===== src/rtl/pcie_phy_pkg.sv =====
// rtl/pcie_phy_pkg.sv - shared PIPE PHY model types and constants
package pcie_phy_pkg;

    typedef enum logic [2:0] {
        ST_RESET_HOLD,
        ST_IDLE,
        ST_DETECT,
        ST_PD_CHANGE,
        ST_RATE_CHANGE
    } phy_state_t;

    localparam logic [1:0] PIPE_PD_P1           = 2'b10;
    localparam logic [2:0] RXSTATUS_RX_DETECTED = 3'b011;

endpackage


===== src/rtl/pipe_phy_responder.sv =====
// rtl/pipe_phy_responder.sv - behavioural PIPE PHY handshake responder (PhyStatus/RxStatus)
module pipe_phy_responder
    import pcie_phy_pkg::*;
#(
    parameter int MAX_NUM_LANES = 1,
    parameter int RESET_CYCLES  = 64,
    parameter int DETECT_CYCLES = 32,
    parameter int PD_CYCLES     = 8,
    parameter int RATE_CYCLES   = 16
) (
    input  logic                       clk_i,
    input  logic                       rst_i,
    input  logic                       phy_txdetectrx,
    input  logic [1:0]                 phy_powerdown,
    input  logic [2:0]                 phy_rate,
    input  logic [MAX_NUM_LANES-1:0]   rx_present_i,
    output logic [MAX_NUM_LANES-1:0]   phy_phystatus,
    output logic                       phy_phystatus_rst,
    output logic [MAX_NUM_LANES*3-1:0] phy_rxstatus,
    output logic                       busy_o
);

    phy_state_t                 state;
    phy_state_t                 start_state;
    logic [15:0]                cnt;
    logic [15:0]                start_cnt;
    logic [1:0]                 ack_pd;
    logic [1:0]                 tgt_pd;
    logic [2:0]                 ack_rate;
    logic [2:0]                 tgt_rate;
    logic                       detect_done;
    logic                       det_req;
    logic                       pd_req;
    logic                       rate_req;
    logic [MAX_NUM_LANES*3-1:0] det_rx;

    assign det_req  = phy_txdetectrx && (phy_powerdown == PIPE_PD_P1) && !detect_done;
    assign pd_req   = (phy_powerdown != ack_pd);
    assign rate_req = (phy_rate != ack_rate);

    always_comb begin
        det_rx = '0;
        for (int i = 0; i < MAX_NUM_LANES; i++) begin
            if (rx_present_i[i]) begin
                det_rx[i*3 +: 3] = RXSTATUS_RX_DETECTED;
            end
        end
    end

    // Request arbitration in IDLE: detect beats powerdown beats rate; the counter
    // is loaded with L-1 so the PhyStatus pulse lands on the L-th busy cycle.
    always_comb begin
        start_state = ST_IDLE;
        start_cnt   = '0;
        if (det_req) begin
            start_state = ST_DETECT;
            start_cnt   = 16'(DETECT_CYCLES - 1);
        end else if (pd_req) begin
            start_state = ST_PD_CHANGE;
            start_cnt   = 16'(PD_CYCLES - 1);
        end else if (rate_req) begin
            start_state = ST_RATE_CHANGE;
            start_cnt   = 16'(RATE_CYCLES - 1);
        end
    end

    always_ff @(posedge clk_i or posedge rst_i) begin
        if (rst_i) begin
            state             <= ST_RESET_HOLD;
            cnt               <= 16'(RESET_CYCLES - 1);
            phy_phystatus     <= '1;
            phy_phystatus_rst <= 1'b1;
            phy_rxstatus      <= '0;
            busy_o            <= 1'b1;
            detect_done       <= 1'b0;
            ack_pd            <= '0;
            ack_rate          <= '0;
            tgt_pd            <= '0;
            tgt_rate          <= '0;
        end else begin
            case (state)
                ST_RESET_HOLD: begin
                    ack_pd   <= phy_powerdown;
                    ack_rate <= phy_rate;
                    if (cnt == 16'd0) begin
                        state             <= ST_IDLE;
                        phy_phystatus     <= '0;
                        phy_phystatus_rst <= 1'b0;
                        busy_o            <= 1'b0;
                    end else begin
                        cnt <= cnt - 16'd1;
                    end
                end
                ST_IDLE: begin
                    if (start_state != ST_IDLE) begin
                        state    <= start_state;
                        cnt      <= start_cnt;
                        busy_o   <= 1'b1;
                        tgt_pd   <= phy_powerdown;
                        tgt_rate <= phy_rate;
                        if (start_cnt == 16'd0) begin
                            phy_phystatus <= '1;
                            if (start_state == ST_DETECT) begin
                                phy_rxstatus <= det_rx;
                            end
                        end
                    end
                end
                default: begin
                    if (cnt == 16'd0) begin
                        state         <= ST_IDLE;
                        busy_o        <= 1'b0;
                        phy_phystatus <= '0;
                        phy_rxstatus  <= '0;
                        if (state == ST_DETECT) begin
                            detect_done <= 1'b1;
                        end
                        if (state == ST_PD_CHANGE) begin
                            ack_pd <= tgt_pd;
                        end
                        if (state == ST_RATE_CHANGE) begin
                            ack_rate <= tgt_rate;
                        end
                    end else begin
                        cnt <= cnt - 16'd1;
                        if (cnt == 16'd1) begin
                            phy_phystatus <= '1;
                            if (state == ST_DETECT) begin
                                phy_rxstatus <= det_rx;
                            end
                        end
                    end
                end
            endcase
            if (!phy_txdetectrx) begin
                detect_done <= 1'b0;
            end
        end
    end

endmodule


===== config.mk =====
export PLATFORM = sky130hd
export DESIGN_NAME = pipe_phy_responder
export DESIGN_NICKNAME = d
export VERILOG_FILES = /design/src/rtl/pcie_phy_pkg.sv /design/src/rtl/pipe_phy_responder.sv
export SDC_FILE = /design/constraint.sdc
export NUM_CORES = 1
export LEC_CHECK = 0
export BUFFER_PORTS_ARGS = -buffer_cell sky130_fd_sc_hd__buf_4
export CAP_MARGIN = 0
export CORE_ASPECT_RATIO = 0.6
export CORE_UTILIZATION = 50
export DETAILED_ROUTE_END_ITERATION = 6
export GPL_ROUTABILITY_DRIVEN = 0
export PLACE_DENSITY_LB_ADDON = 0.08
export SLEW_MARGIN = 40
export SYNTH_ARGS = -nofsm -noshare
export SYNTH_HDL_FRONTEND = slang
export SYNTH_SLANG_ARGS = --single-unit
export TNS_END_PERCENT = 100

===== constraint.sdc =====
create_clock -name clk_i -period 4.55 [get_ports clk_i]
set_input_delay 0.91 -clock clk_i [delete_from_list [all_inputs] [get_ports clk_i]]
set_output_delay 0.91 -clock clk_i [all_outputs]
set_load 0.03 [all_outputs]

==> reports/results.ini, run 1 <==
[floorplanning]
initial_core_util = 0.543
die_x_um = 80.2
die_area_um2 = 3930
ios = 15
rows = 16
die_h_um = 49.0
core_area_um2 = 3380

[clocking]
htreeDepth = 2
path_clk_slew_ns = 0.07
cts_made_buffers = 5
cts.sinks = 34
cts_root_buf = clkbuf_8
clk_path_buf_depth = 2
post_cts_buffers = 0
cts_resized = 0
hold_buffers = 0
cts_tree = yes
insertion_delay_ns = 0.29

[hold_path]
holdPathStages = 1
worstHoldEndpoint = phy_phystatus_rst$_DFFE_PP1P_
min_from = phy_phystatus_rst$_DFFE_PP1P_
holdCritPathClass = reg -> reg

[grt]
overflow = 0
grt.total_usage = 0.223
grt_pass1_wl_um = 6360
grt_pass1_vias = 1237
grt_max_degree = 35
antenna_found_initial = 0

[logic_synthesis]
synthTopCellsByArea = dfrtp_1 34%, dfstp_2 13%, nand2_1 4.1%, mux2_2 3.1%, nand3_1 3.0%
avgSynthCellArea_um2 = 10.3
synthesis.area_um2 = 1840
synth_ff_type = dfrtp_1
yosys.cell_types.count = 51
synth_seq_cells = 34
synth_top_area_share = 0.341
synthAdderAreaFrac = 0.0136
synthArstFlopShare = 1.00
yosys.area_share.simple = 0.217
yosysSeqAreaShare = 0.469
synth.area.mux_share = 0.0824
syn_nets = 190
yosys-top-cells-count = 25 x dfrtp_1, 20 x nand2_1, 11 x nand3_1
synth_edf_count = 0
synth_top_family_by_area = simple AND/OR/NAND/NOR gates
synth_compound_area_frac = 0.149
synth_xor_area_frac = 0.0286
synthCells = 179
synth-warning-count = 0
synth.most_common_cell = dfrtp_1
synth_top_area_cell = dfrtp_1

[placed_design]
portBuffers = 13
dp_hpwl_um = 2770

[routing]
via_per_inst = 5.89
drt_iter0_drc = 114
drc_errors = 0
finalWirelength_um = 3850
first_pass_iters = 4
drt-wirelength-per-cell_um = 16.4
via_count = 1383
ant_nets = 0

[power_and_ir_drop]
p_total_w = 0.000581
max-vdd-ir-drop_v = 0.000177
p_per_area_nw_per_um2 = 283
p_leak_nw = 0.877

[cells_and_area]
fin_nets = 200
area_delta_synth_final_pct = 11.6
n_antenna_cell = 0
drive_above_1_share = 0.242
n_fill_cell = 287
final_util = 0.606

[setup_path]
critPathMaxStageDelay_ns = 0.70
crit_family = simple AND/OR/NAND/NOR gates
crit_buf_inv = 0
r2r-start = cnt[5]$_DFFE_PP1P_
crit_type = reg -> reg
arrival_ns = 2.82
r2r_end = ack_rate[1]$_DFFE_PP0P_
slowest_stage = or4_1
r2r_slack_ns = 1.90
r2r_cells = 5
crit_fanout = 7
crit_path_start_kind = register
path_cells = or4_1 -> nor4b_4 -> nand2_2 -> a211o_1 -> mux2_4
crit_required_ns = 4.72
end_kind = register

[sta]
slew_headroom = 0.537
setup_violations = 0
setup_tns_ns = 0
slew_violations = 0
hold_violations = 0
whs_ns = 0.482
fin_skew_ns = 0.00648
fin_crit_sh = 0.582
min_period_ns = 2.65
rsz0062_at_grt = false
worstMarginPinSlew_ns = 0.689
fmax_mhz = 378

[outcome]
outcome = finished, final reports clean

[flow_run]
cap_violations = 0

-- layout make-up --
cell class,count,area [um2],area share
flip-flops and latches,34,862,0.420
clock buffers,8,80.1,0.0390
repair buffers,15,113,0.0549
inverters,4,15.0,0.00732
multi-input cells,129,925,0.451
well taps,45,56.3,0.0275
-- logic make-up after synthesis --
family	count (synthesis)
buffers and inverters	16
AO/OA/AOI/OAI	37
flip-flops	34
XOR/XNOR	6
other	1
adder cells (fa/ha/maj)	2
AND/OR/NAND/NOR	70
multiplexers	13
-- layer usage --
layer  global-route usage  wire [um]
met4               0.0744         31
met2                0.261       1450
met3               0.0617        229
met5                    0          0
met1                0.377       2140
-- power breakdown --
group	leakage, nW	switching, W	internal (W)
registers	0.391	0.00000621	0.000310
logic	0.447	0.0000287	0.0000223
clock network	0.0395	0.000105	0.000109
total	0.877	0.000140	0.000441
-- worst max path at each step --
stage / from / endpoint / cells after the start
2_1_floorplan: phy_rate[1] / tgt_pd[0]$_DFFE_PP0P_ / 5
3_3_place_gp: phy_rate[0] / cnt[5]$_DFFE_PP1P_ / 7
3_5_place_dp: phy_powerdown[0] / cnt[13]$_DFFE_PP0P_ / 6
4_1_cts: cnt[5]$_DFFE_PP1P_ / ack_rate[1]$_DFFE_PP0P_ / 5
5_1_grt: cnt[5]$_DFFE_PP1P_ / ack_rate[1]$_DFFE_PP0P_ / 5
6_report: cnt[5]$_DFFE_PP1P_ / ack_rate[1]$_DFFE_PP0P_ / 5
-- placed cells by master (no fill, tap or decap), drive strengths merged, types with 3 or more instances in the layout --
cell | synthesis | final
dfrtp | 25 | 25
nand2 | 21 | 21
buf | 4 | 15
nand3 | 11 | 11
nor2 | 10 | 10
dfstp | 9 | 9
mux2 | 8 | 8
clkbuf | 8 | 8
o21ai | 6 | 6
nor3 | 6 | 6
or4 | 5 | 5
mux2i | 5 | 5
o41ai | 5 | 5
inv | 4 | 4
xnor2 | 4 | 4
o311ai | 4 | 4
a21oi | 3 | 3
or3 | 3 | 3
nor4b | 3 | 3
-- stage by stage --
step	setup slack (ns)	area, um2	instances
floorplan	2.17	1840	179
global placement	1.93	1960	227
detailed placement	1.83	1960	227
CTS	1.91	2040	235
global route	1.81	2050	235
finish	1.90	2050	235
-- flip-flops by register name, indices dropped and copies added, names as in the netlist --
register / flops
cnt: 16
ack_rate: 3
state: 3
tgt_rate: 3
ack_pd: 2
tgt_pd: 2
busy_o: 1
detect_done: 1
phy_phystatus: 1
phy_phystatus_rst: 1
phy_rxstatus: 1
No activity file was read; power rests on OpenSTA's default activity.
==> inputs of run 2 (changes only) <==
- ABC_AREA: default -> 1
- clock period: 4.55 -> 2.5 ns (I/O delays scaled with it)
==> reports/results.ini, run 2 <==
[clocking]
path_clk_slew_ns = 0.07
cts_resized = 0
insertion_delay_ns = 0.28
cts_root_buf = clkbuf_8
hold_buffers = 0
htreeDepth = 2
post_cts_buffers = 0
cts_made_buffers = 5
cts_tree = yes
cts.sinks = 34
clk_path_buf_depth = 2

[cells_and_area]
drive_above_1_share = 0.201
regMostFlops = cnt
fin_nets = 283
n_fill_cell = 333
final_common_cell = nand2_1
multi_input_area_um2 = 981
regArea_um2 = 862
largest_reg_flops = 16
area_delta_synth_final_pct = 10.9
n_antenna_cell = 0
final_cell_mix = 77 x nand2_1, 29 x inv_1, 25 x dfrtp_1, 24 x nor2_1, 17 x o21ai_0
fin_area_um2 = 2220

[routing]
ant_nets = 0
drt_iter0_drc = 100
via_count = 1570
drt-wirelength-per-cell_um = 12.6
finalWirelength_um = 4030
via_per_inst = 4.91
first_pass_iters = 5
drc_errors = 0

[grt]
grt_pass1_wl_um = 6890
grt_max_degree = 35
grt.total_usage = 0.212
grt_pass1_vias = 1399
antenna_found_initial = 0
overflow = 0

[floorplanning]
die_x_um = 83.8
initial_core_util = 0.536
ios = 15
die_area_um2 = 4280
rows = 17
core_area_um2 = 3740
die_h_um = 51.1

[setup_path]
r2r-start = cnt[0]$_DFFE_PP1P_
critPathMaxStageDelay_ns = 0.53
crit_fanout = 10
path_cells = inv_1 -> ha_1 -> nand2_2 -> nor2_8 -> nand2_8 -> nand2_8 -> nor3b_1 -> nand2_1 -> o21ai_1
cp_common_cell = nand2_8
crit_required_ns = 2.71
arrival_ns = 2.00
crit_start = cnt[0]$_DFFE_PP1P_
end_kind = register
crit_path_start_kind = register
slowest_stage = dfstp_2
crit_type = reg -> reg

[sta]
slew_violations = 0
fin_skew_ns = 0.00577
fmax_mhz = 559
fin_crit_sh = 0.715
slew_headroom = 0.615
whs_ns = 0.305
hold_violations = 0
setup_tns_ns = 0
worstMarginPinSlew_ns = 0.575
min_period_ns = 1.79
setup_violations = 0
rsz0062_at_grt = false

[logic_synthesis]
avgSynthCellArea_um2 = 7.83
synth-warning-count = 0
synth_top_area_share = 0.312
yosys-top-cells-count = 77 x nand2_1, 29 x inv_1, 25 x dfrtp_1
synth.most_common_cell = nand2_1
synth_seq_cells = 34
synthArstFlopShare = 1.00
synth_edf_count = 0
syn_nets = 267
synthesis.area_um2 = 2010
synth_top_area_cell = dfrtp_1
synth_ff_type = dfrtp_1
yosysSeqAreaShare = 0.430
synthTopCellsByArea = dfrtp_1 31%, nand2_1 14%, dfstp_2 12%, inv_1 5.4%, nor2_1 4.5%
yosys.cell_types.count = 38
synthCells = 256

[placed_design]
placed_cell_area_um2 = 2130
dp_hpwl_um = 2990
portBuffers = 13

[power_and_ir_drop]
p_leak_nw = 1.13
p_per_area_nw_per_um2 = 1320
max-vdd-ir-drop_v = 0.000631

[outcome]
outcome = finished, final reports clean

[flow_run]
cap_violations = 0

[hold_path]
holdCritPathClass = in -> async

-- run 2: final timing paths --
| kind | endpoint | slack (ns) | cells past startpoint |
|---|---|---|---|
| min in group clk_i | detect_done$_DFFE_PP0P_ | 0.45 | 2 |
| hold reg to reg | phy_phystatus_rst$_DFFE_PP1P_ | 0.47 | 2 |
| hold / removal | ack_rate[2]$_DFFE_PP0P_ | 0.30 | 3 |
| setup reg to reg | cnt[13]$_DFFE_PP0P_ | 0.71 | 9 |
| setup / recovery | cnt[13]$_DFFE_PP0P_ | 0.71 | 9 |
| max in group asynchronous | cnt[0]$_DFFE_PP1P_ | 1.84 | 3 |
-- run 2: final cells by class --
type	instances	share of cell area
multi-input combinational	184	0.441
inverter	33	0.0568
timing repair buffer	14	0.0473
tap	47	0.0264
clock buffer	8	0.0405
sequential	34	0.388
-- run 2: critical path, delay by kind of cell, from the launching register on --
family,cells,cell delay [ns]
flops,1,0.53
simple gates,6,0.80
compound gates,1,0.07
buf+inv,1,0.07
fa+ha+maj,1,0.24
-- run 2: cell families (layout without fill, tap and decap cells) --
kind of cell             Yosys count  after routing  share of synthesized area
flip-flops                        34             34                      0.430
XOR/XNOR                           5              5                     0.0218
other                              1              1                    0.00187
buffers and inverters             38             55                     0.0811
AND/OR/NAND/NOR                  134            134                      0.321
AO/OA/AOI/OAI                     42             42                      0.132
adder cells (fa/ha/maj)            2              2                     0.0125
-- run 2: power by group --
part	leakage [nW]	total, W	internal [W]	switching (W)
Sequential	0.414	0.00100	0.000816	0.000188
Combinational	0.666	0.00150	0.000505	0.000998
Clock	0.0455	0.000423	0.000225	0.000198
-- run 2: layer usage --
layer	wire length (um)	track usage
met2	1510	0.279
met4	10	0.0339
met3	176	0.0533
met1	2340	0.343
met5	0	0
-- run 2: metrics by stage --
stage / setup WS [ns] / instances / power [W] / utilization
after global placement: 0.512 / 312 / 0.00250 / 0.570
after CTS: 0.704 / 320 / 0.00295 / 0.594
after detailed placement: 0.529 / 312 / 0.00251 / 0.570
after floorplan: 0.872 / 256 / 0.00222 / -
final: 0.712 / 320 / 0.00293 / 0.594
after global routing: 0.528 / 320 / 0.00319 / 0.594
